$ cat src/rtl/idli_pkg.sv
// Shared types and encodings for the idli serial datapath.
//   op_t    : decoded op handed from decode to the serial execute stage
//   flags_t : {c,z,n} condition flags produced at the end of an op
package idli_pkg;

  // ALU operation encodings.
  localparam logic [1:0] ALU_OP_ADD = 2'd0;
  localparam logic [1:0] ALU_OP_AND = 2'd1;
  localparam logic [1:0] ALU_OP_OR  = 2'd2;
  localparam logic [1:0] ALU_OP_XOR = 2'd3;

  // LHS operand source encodings (2'd3 is unused).
  localparam logic [1:0] LHS_SRC_REG  = 2'd0;
  localparam logic [1:0] LHS_SRC_ZERO = 2'd1;
  localparam logic [1:0] LHS_SRC_PC   = 2'd2;

  // RHS operand source encodings (2'd2 and 2'd3 are unused).
  localparam logic [1:0] RHS_SRC_REG = 2'd0;
  localparam logic [1:0] RHS_SRC_IMM = 2'd1;

  typedef struct packed {
    logic [1:0] alu_op;
    logic       alu_rhs_inv;
    logic       alu_cin;
    logic [1:0] lhs_src;
    logic [1:0] rhs_src;
  } op_t;

  typedef struct packed {
    logic c;
    logic z;
    logic n;
  } flags_t;

endpackage

$ cat src/rtl/idli_lane_alu_m.sv
// Combinational single-lane ALU used by the bit-serial execute stage.
//   op_i      : ALU_OP_* select
//   rhs_inv_i : invert rhs before the operation (subtract with cin=1)
//   lhs_i     : lhs lane
//   rhs_i     : rhs lane
//   cin_i     : carry into this lane
//   res_o     : result lane
//   cout_o    : carry out of this lane (ADD only, else 0)
module idli_lane_alu_m
  import idli_pkg::*;
#(
  parameter int unsigned LANE_W = 4
) (
  input  logic [1:0]        op_i,
  input  logic              rhs_inv_i,
  input  logic [LANE_W-1:0] lhs_i,
  input  logic [LANE_W-1:0] rhs_i,
  input  logic              cin_i,
  output logic [LANE_W-1:0] res_o,
  output logic              cout_o
);

  localparam int unsigned SUM_W = LANE_W + 1;

  logic [LANE_W-1:0] rhs_eff;
  logic [SUM_W-1:0]  sum;

  assign rhs_eff = rhs_inv_i ? ~rhs_i : rhs_i;
  assign sum     = {1'b0, lhs_i} + {1'b0, rhs_eff} + SUM_W'(cin_i);

  // Lane result and carry select.
  always_comb begin
    res_o  = '0;
    cout_o = 1'b0;
    case (op_i)
      ALU_OP_ADD: begin
        res_o  = sum[LANE_W-1:0];
        cout_o = sum[LANE_W];
      end
      ALU_OP_AND: res_o = lhs_i & rhs_eff;
      ALU_OP_OR:  res_o = lhs_i | rhs_eff;
      ALU_OP_XOR: res_o = lhs_i ^ rhs_eff;
      default:    res_o = '0;
    endcase
  end

endmodule

$ cat src/rtl/idli_serial_ex_m.sv
// Bit-serial execute stage: runs one DATA_W-bit ALU op as DATA_W/LANE_W
// LSB-first lane beats, chaining the carry between beats.
//   i_sx_gck / i_sx_rst_n         : clock, async active-low reset
//   i_sx_op / i_sx_op_vld         : decoded op from decode
//   o_sx_op_acp                   : op taken this cycle (combinational)
//   i_sx_lhs/rhs/pc/imm           : operand lanes for the current beat
//   i_sx_imm_vld                  : immediate lane valid; stalls IMM ops when low
//   o_sx_beat                     : current beat index
//   o_sx_res / o_sx_res_vld       : result lane, valid when the beat completes (combinational)
//   o_sx_flags / o_sx_flags_vld   : {c,z,n} of the last op, pulse on update
module idli_serial_ex_m
  import idli_pkg::*;
#(
  parameter int unsigned DATA_W = 16,
  parameter int unsigned LANE_W = 4,
  localparam int unsigned BEATS = DATA_W / LANE_W,
  localparam int unsigned CTR_W = (BEATS > 1) ? $clog2(BEATS) : 1
) (
  input  logic              i_sx_gck,
  input  logic              i_sx_rst_n,
  input  op_t               i_sx_op,
  input  logic              i_sx_op_vld,
  output logic              o_sx_op_acp,
  input  logic [LANE_W-1:0] i_sx_lhs,
  input  logic [LANE_W-1:0] i_sx_rhs,
  input  logic [LANE_W-1:0] i_sx_pc,
  input  logic [LANE_W-1:0] i_sx_imm,
  input  logic              i_sx_imm_vld,
  output logic [CTR_W-1:0]  o_sx_beat,
  output logic [LANE_W-1:0] o_sx_res,
  output logic              o_sx_res_vld,
  output flags_t            o_sx_flags,
  output logic              o_sx_flags_vld
);

  // Reject geometries that cannot be run as at least two whole lanes.
  if ((LANE_W == 0) || ((DATA_W % LANE_W) != 0) || (BEATS < 2)) begin : g_param_err
    $error("idli_serial_ex_m: DATA_W must be a multiple of LANE_W with at least 2 beats");
  end

  localparam logic [CTR_W-1:0] LAST_BEAT = CTR_W'(BEATS - 1);

  op_t              op_q, op_d;
  logic             busy_q, busy_d;
  logic [CTR_W-1:0] ctr_q, ctr_d;
  logic             carry_q, carry_d;
  logic             zero_q, zero_d;
  flags_t           flags_q, flags_d;
  logic             flags_vld_q, flags_vld_d;

  logic              adv;
  logic              last;
  logic              first;
  logic              cin;
  logic              cout;
  logic              zero_acc;
  logic [LANE_W-1:0] lhs;
  logic [LANE_W-1:0] rhs;
  logic [LANE_W-1:0] res;

  // A beat completes unless an IMM op is waiting on memory.
  assign adv   = busy_q && ((op_q.rhs_src != RHS_SRC_IMM) || i_sx_imm_vld);
  assign last  = adv && (ctr_q == LAST_BEAT);
  assign first = (ctr_q == '0);

  // Operand selection; unused encodings are don't-care.
  always_comb begin
    lhs = 'x;
    rhs = 'x;
    case (op_q.lhs_src)
      LHS_SRC_REG:  lhs = i_sx_lhs;
      LHS_SRC_ZERO: lhs = '0;
      LHS_SRC_PC:   lhs = i_sx_pc;
      default:      lhs = 'x;
    endcase
    case (op_q.rhs_src)
      RHS_SRC_REG: rhs = i_sx_rhs;
      RHS_SRC_IMM: rhs = i_sx_imm;
      default:     rhs = 'x;
    endcase
  end

  // Beat 0 takes the op's carry-in; later beats take the chained carry.
  assign cin = first ? op_q.alu_cin : carry_q;

  idli_lane_alu_m #(
    .LANE_W (LANE_W)
  ) u_lane_alu (
    .op_i      (op_q.alu_op),
    .rhs_inv_i (op_q.alu_rhs_inv),
    .lhs_i     (lhs),
    .rhs_i     (rhs),
    .cin_i     (cin),
    .res_o     (res),
    .cout_o    (cout)
  );

  // Zero accumulator reseeds on beat 0 so back-to-back ops need no clear cycle.
  assign zero_acc = (first | zero_q) & ~|res;

  // Next-state: handshake, beat counter, carry/zero chain and end-of-op flags.
  always_comb begin
    op_d        = op_q;
    busy_d      = busy_q;
    ctr_d       = ctr_q;
    carry_d     = carry_q;
    zero_d      = zero_q;
    flags_d     = flags_q;
    flags_vld_d = last;

    if (o_sx_op_acp) begin
      op_d   = i_sx_op;
      busy_d = i_sx_op_vld;
    end

    if (adv) begin
      ctr_d   = last ? '0 : ctr_q + CTR_W'(1);
      carry_d = cout;
      zero_d  = zero_acc;
    end

    if (last) begin
      flags_d.c = cout;
      flags_d.z = zero_acc;
      flags_d.n = res[LANE_W-1];
    end
  end

  // State registers.
  always_ff @(posedge i_sx_gck or negedge i_sx_rst_n) begin
    if (!i_sx_rst_n) begin
      op_q        <= '0;
      busy_q      <= 1'b0;
      ctr_q       <= '0;
      carry_q     <= 1'b0;
      zero_q      <= 1'b1;
      flags_q     <= '0;
      flags_vld_q <= 1'b0;
    end else begin
      op_q        <= op_d;
      busy_q      <= busy_d;
      ctr_q       <= ctr_d;
      carry_q     <= carry_d;
      zero_q      <= zero_d;
      flags_q     <= flags_d;
      flags_vld_q <= flags_vld_d;
    end
  end

  assign o_sx_op_acp    = !busy_q || last;
  assign o_sx_beat      = ctr_q;
  assign o_sx_res       = res;
  assign o_sx_res_vld   = adv;
  assign o_sx_flags     = flags_q;
  assign o_sx_flags_vld = flags_vld_q;

endmodule
$ cat config.mk
export PLATFORM = sky130hd
export DESIGN_NAME = idli_serial_ex_m
export DESIGN_NICKNAME = d
export VERILOG_FILES = /design/src/rtl/idli_pkg.sv /design/src/rtl/idli_lane_alu_m.sv /design/src/rtl/idli_serial_ex_m.sv
export SDC_FILE = /design/constraint.sdc
export NUM_CORES = 1
export LEC_CHECK = 0
export ABC_AREA = 1
export BUFFER_PORTS_ARGS = -buffer_cell sky130_fd_sc_hd__buf_2
export CAP_MARGIN = 20
export CORE_MARGIN = 1
export CORE_UTILIZATION = 55
export CTS_BUF_LIST = sky130_fd_sc_hd__clkbuf_8
export DETAILED_ROUTE_END_ITERATION = 10
export GPL_TIMING_DRIVEN = 0
export PLACE_DENSITY = 0.85
export SYNTH_ARGS = -nofsm -noshare
export SYNTH_HDL_FRONTEND = slang
export SYNTH_SLANG_ARGS = --single-unit
$ cat constraint.sdc
create_clock -name i_sx_gck -period 4 [get_ports i_sx_gck]
set_input_delay 0.8 -clock i_sx_gck [delete_from_list [all_inputs] [get_ports i_sx_gck]]
set_output_delay 0.8 -clock i_sx_gck [all_outputs]
set_load 0.02 [all_outputs]
==> results.toml, run 1 <==
[synth]
ys_top_cells_by_area = "dfrtp_1 (30%), nand2_1 (11%), ha_1 (10%), nand3_1 (7.6%), inv_1 (7.1%)"
ys_ff_latch = 17
yosysWarnings = 0
synth_most_common_cell = "nand2_1"
synth_common_cells = "nand2_1 (39), inv_1 (25), nand3_1 (20)"
synthAdderAreaFrac_pct = 13.5
synth_top_area_share_pct = 30.4
synth_flop_cell = "dfrtp_1"
ys_seq_area_share_pct = 32.4
synth_area_leader_cell = "dfrtp_1"
syn_area_um2 = 1320
muxShareOfSynthArea_pct = 3.04
synth_compound_area_share_pct = 10.4
synth_top_family_by_area = "simple AND/OR/NAND/NOR gates"
syn_avg_cell_area_um2 = 7.89
synth-xor-area-share_pct = 3.32
synthArstFlopShare_pct = 100
yosys.area_share.simple_pct = 25.5
synth_cell_type_count = 25
synth_fp_nets = 208
synth_edf_count = 0
synthCells = 167

[floorplanning]
io_pins = 40
initial_core_util_pct = 59.0
die_height_um = 50.9
die_area_um2 = 2600
die_x_um = 50.9
rows = 17
core_um2 = 2230

[drt]
drc_errors = 0
drtIter0Drc = 13
routedWlPerCell_um = 12.0
via_count = 1191
dr.pass1.iters = 4
ant_nets = 0
vias_per_cell = 5.00
routed_wl_mm = 2.85

[sta]
period_needed_ns = 3.60
setup_viol = 0
max_freq_ghz = 0.278
period_share_pct = 89.9
finalHoldViolations = 0
worst_clock_skew_ns = 0.00151
rsz0062_at_grt = "false"
worst_slew_pin_slew_ns = 0.554
setup_tns_ns = 0
relSlewSlack_pct = 62.7
drv_slew = 0

[min_path]
hp-class = "in -> async"

[setup_path]
cp_common_cell = "inv_1"
path_cells = "ha_1 -> inv_1 -> o21ai_0 -> fa_1 -> inv_1 -> fa_1 -> inv_1 -> nor2_1 -> nor2_1 -> inv_1 -> buf_2"
cp-start-kind = "flip-flop"
criticalPathCategory = "reg -> out"
crit_fanout = 8
cp.arrival_ns = 2.80
cpPeakStageDelay_ns = 0.48
cpMaxStageDelayCell = "fa_1"
worstPathRequired_ns = 3.20
end_kind = "output port"

[clock_network]
clockBufferDepth = 2
cts_setup_buffers = 0
post_cts_resized = 0
cts_max_level = 1
cts_hold_buffers = 0
cts-buffers-inserted = 3
cts.sinks = 17
cts_tree = "done"
clkSlewWorstSetupHoldPaths_ns = 0.06
insertion_delay_ns = 0.25
root_buffer = "clkbuf_8"

[place]
portBuffers = 39
place_hpwl_mm = 2.30
routabilityCongestion = 0.842

[layout]
drive_gt1_share_pct = 31.4
nFillCells = 195
num_antenna_cells = 0
layout.nets = 252
syn_to_final_growth_pct = 21.0

[run]
maxCapViolations = 0

[global_route]
grt_pass1_wl_mm = 4.92
grt-ovfl-total = 0
grt_pass1_vias = 1217
track_usage_pct = 25.6
antenna_found_initial = 0
grt_max_degree = 18

[status]
status = "finished, final reports clean"
==> worst max-delay path, delay by kind of cell, from the launching register on <==
kind	cells	cell delay [ns]
flops	1	0.40
buf+inv	5	0.53
simple gates	2	0.18
compound gates	1	0.26
fa+ha+maj	3	1.17
==> state kept, by name, indices dropped and copies added (netlist names) <==
| register | cells |
|---|---|
| carry_q | 1 |
| o_sx_flags_vld | 1 |
| o_sx_flags | 3 |
| op_q | 8 |
| busy_q | 1 |
| o_sx_beat | 2 |
| zero_q | 1 |
==> metrics by stage <==
step / area (um2) / instances / util [%] / worst slack [ns] / hold WS [ns]
floorplan: 1320 / 167 / - / 0.932 / 0.443
global placement: 1550 / 234 / 69.3 / 0.631 / 0.451
detailed placement: 1550 / 234 / 69.3 / 0.596 / 0.464
CTS: 1590 / 238 / 71.4 / 0.401 / 0.460
global route: 1590 / 238 / 71.4 / 0.198 / 0.490
finish: 1590 / 238 / 71.4 / 0.404 / 0.456
==> cell families (layout without fill, tap and decap cells) <==
kind of cell               after synthesis  count (layout)
muxes                                    4               4
and+or+nand+nor                         74              74
xor gates and xnor gates                 5               5
buffers and inverters                   34              77
adders and majority gates               13              13
AOI/OAI and AO/OA                       20              20
DFF                                     17              17
==> final cells by class <==
cell class,instances,area (um2),share of cell area (%)
sequential,17,427,26.8
clock inverter,1,5.00,0.314
timing repair buffer,39,195,12.2
clock buffer,3,41.3,2.59
buffer,3,35.0,2.20
inverter,31,121,7.61
tap,28,35.0,2.20
multi-input combinational,116,734,46.1
==> cell usage in the layout, fill, tap and decap left out <==
master	instances
fa_1	2
xor2_1	5
o21ai_2	6
buf_4	2
or2_2	1
dfstp_2	1
nand2_2	2
o211ai_1	1
inv_6	1
buf_12	1
o21ai_1	3
dfrtp_1	16
ha_1	11
buf_2	39
o21ai_0	5
nand3b_1	1
inv_2	5
clkbuf_8	3
nand2_1	39
mux2i_1	4
a21oi_1	4
inv_1	25
o21ai_4	1
nand3_1	20
clkinv_2	1
nor2_4	1
nand2_4	2
nor2_1	8
==> routing by layer <==
layer  global-route usage (%)  wire length, um  vias to the layer above
met2                     49.1             1580                       39
met4                     11.6               27                        0
met5                        0                0                        -
met3                     2.38              105                        4
li1                         -                -                      610
met1                     27.7             1140                      538
==> worst paths after layout <==
| path | to | slack (ns) | depth (start not counted) | startpoint |
|---|---|---|---|---|
| max | o_sx_res[1] | 0.40 | 11 | op_q[3]$_DFFE_PN0P_ |
| min | op_q[1]$_DFFE_PN0P_ | 0.46 | 1 | i_sx_rst_n |
| max reg2reg | o_sx_flags[1]$_DFFE_PN0P_ | 1.16 | 13 | op_q[3]$_DFFE_PN0P_ |
| min reg2reg | zero_q$_DFFE_PN1P_ | 0.48 | 2 | zero_q$_DFFE_PN1P_ |
| max in group asynchronous | zero_q$_DFFE_PN1P_ | 3.23 | 1 | i_sx_rst_n |
| min in group i_sx_gck | zero_q$_DFFE_PN1P_ | 0.48 | 2 | zero_q$_DFFE_PN1P_ |
Power of run 1 is left out: the tool's default activity adds up to more than one toggle a clock period on the data nets, which glitch-free logic cannot reach.
==> inputs of run 2 (changes only) <==
- CORE_UTILIZATION: 55 -> 53
- PLACE_DENSITY: 0.85 -> 0.82
- clock period: 4 -> 3.7 ns (I/O delays scaled with it)
==> results.toml, run 2 (same netlist as run 1, synthesis figures left out) <==
[status]
status = "finished, final reports clean"

[place]
routabilityCongestion = 0.862
placed_area_um2 = 1550
pre_cts_slack_ns = 0.340
place_hpwl_mm = 2.27
portBuffers = 39

[floorplanning]
die_height_um = 51.9
rows = 17
core_um2 = 2280
die_x_um = 51.9
io_pins = 40
initial_core_util_pct = 57.9
die_area_um2 = 2690

[layout]
top_register = "op_q"
postLayoutCellArea_um2 = 1590
syn_to_final_growth_pct = 21.0
final_cell_mix = "nand2_1 (39), buf_2 (39), inv_1 (25)"
layout.nets = 252
largest_register_ff_count = 8
drive_gt1_share_pct = 31.4
nFillCells = 191
num_antenna_cells = 0

[setup_path]
crit_family = "adder cells"
end_kind = "output port"
criticalPathCategory = "reg -> out"
critical_path_buf_inv_count = 6
cpMaxStageDelayCell = "fa_1"
cpPeakStageDelay_ns = 0.45
path_cells = "inv_1 -> ha_1 -> inv_1 -> o21ai_1 -> fa_1 -> inv_1 -> fa_1 -> inv_1 -> nor2_1 -> nor2_1 -> inv_1 -> buf_2"
cp-start-kind = "flip-flop"
cp_common_cell = "inv_1"
worstPathRequired_ns = 2.96
cp.arrival_ns = 2.74
crit_fanout = 8

[global_route]
grt-ovfl-total = 0
grt_pass1_wl_mm = 4.82
antenna_found_initial = 0
grt_pass1_vias = 1152
grt_max_degree = 18
track_usage_pct = 24.6

[clock_network]
root_buffer = "clkbuf_8"
cts-buffers-inserted = 3
clkSlewWorstSetupHoldPaths_ns = 0.06
cts.sinks = 17
insertion_delay_ns = 0.25
cts_tree = "done"
cts_max_level = 1
cts_setup_buffers = 0
clockBufferDepth = 2

[sta]
period_share_pct = 94.1
worst_slew_pin_slew_ns = 0.427
fin_ws_ns = 0.219
worst_clock_skew_ns = 0.00108
holdWs_ns = 0.388
period_needed_ns = 3.48
setup_viol = 0
drv_slew = 0
relSlewSlack_pct = 71.4
max_freq_ghz = 0.287
rsz0062_at_grt = "false"
finalHoldViolations = 0
setup_tns_ns = 0

[run]
maxCapViolations = 0

[drt]
routed_wl_mm = 2.80
routedWlPerCell_um = 11.7
drc_errors = 0
vias_per_cell = 5.10
drtIter0Drc = 14
dr.pass1.iters = 4
via_count = 1214
ant_nets = 0

[min_path]
hp-class = "in -> async"
[run 2: cell counts in the layout (fill, tap and decap cells not counted)]
No cell type changed its count.
[run 2: routing by layer]
| metal | up-vias | global-route usage (%) | wire, um |
|---|---|---|---|
| met5 | - | 0 | 0 |
| met4 | 0 | 13.5 | 100 |
| met1 | 555 | 28.4 | 1150 |
| met3 | 10 | 4.09 | 113 |
| met2 | 37 | 42.7 | 1430 |
| li1 | 612 | - | - |
[run 2: cell type report]
class	instances	area, um2	share of cell area, %
well taps	28	35.0	2.20
plain buffers	3	35.0	2.20
repair buffers	39	195	12.2
clock inverters	1	5.00	0.314
clock buffers	3	41.3	2.59
flip-flops and latches	17	427	26.8
multi-input cells	116	734	46.1
inverters	31	121	7.61
[run 2: per-stage QoR]
step	utilization, %	std cells
floorplan	-	167
global placement	68.0	234
detailed placement	68.0	234
CTS	70.0	238
global route	70.0	238
finish	70.0	238
[run 2: path summary, 6_finish.rpt]
path | startpoint | end | slack [ns] | depth (start not counted)
worst max-delay path | op_q[2]$_DFFE_PN0P_ | o_sx_res[1] | 0.22 | 12
worst min-delay path | i_sx_rst_n | o_sx_flags[0]$_DFFE_PN0P_ | 0.39 | 1
worst max register to register | op_q[2]$_DFFE_PN0P_ | o_sx_flags[1]$_DFFE_PN0P_ | 0.89 | 14
worst min register to register | zero_q$_DFFE_PN1P_ | zero_q$_DFFE_PN1P_ | 0.47 | 2
max in group asynchronous | i_sx_rst_n | zero_q$_DFFE_PN1P_ | 3.01 | 1
min in group i_sx_gck | zero_q$_DFFE_PN1P_ | zero_q$_DFFE_PN1P_ | 0.47 | 2
[run 2: what timing repair did]
| item | CTS | global route |
|---|---|---|
| setup endpoints to repair | 0 | 3 |
| hold buffers | 0 | 0 |
| hold endpoints to repair | 0 | 0 |
| gates resized for setup | 0 | 1 |
[run 2: worst reg2reg max path: stages, from the launching register on]
cell and delay (ns):
dfrtp_1 0.36, inv_1 0.10, ha_1 0.24, inv_1 0.17
o21ai_1 0.19, fa_1 0.45, inv_1 0.10, fa_1 0.42
inv_1 0.06, nor2_1 0.04, nor2_1 0.15, nand2_1 0.09
nor2_1 0.18, nand3_1 0.11, nand2_1 0.08
Power of run 2 is left out for the same reason.
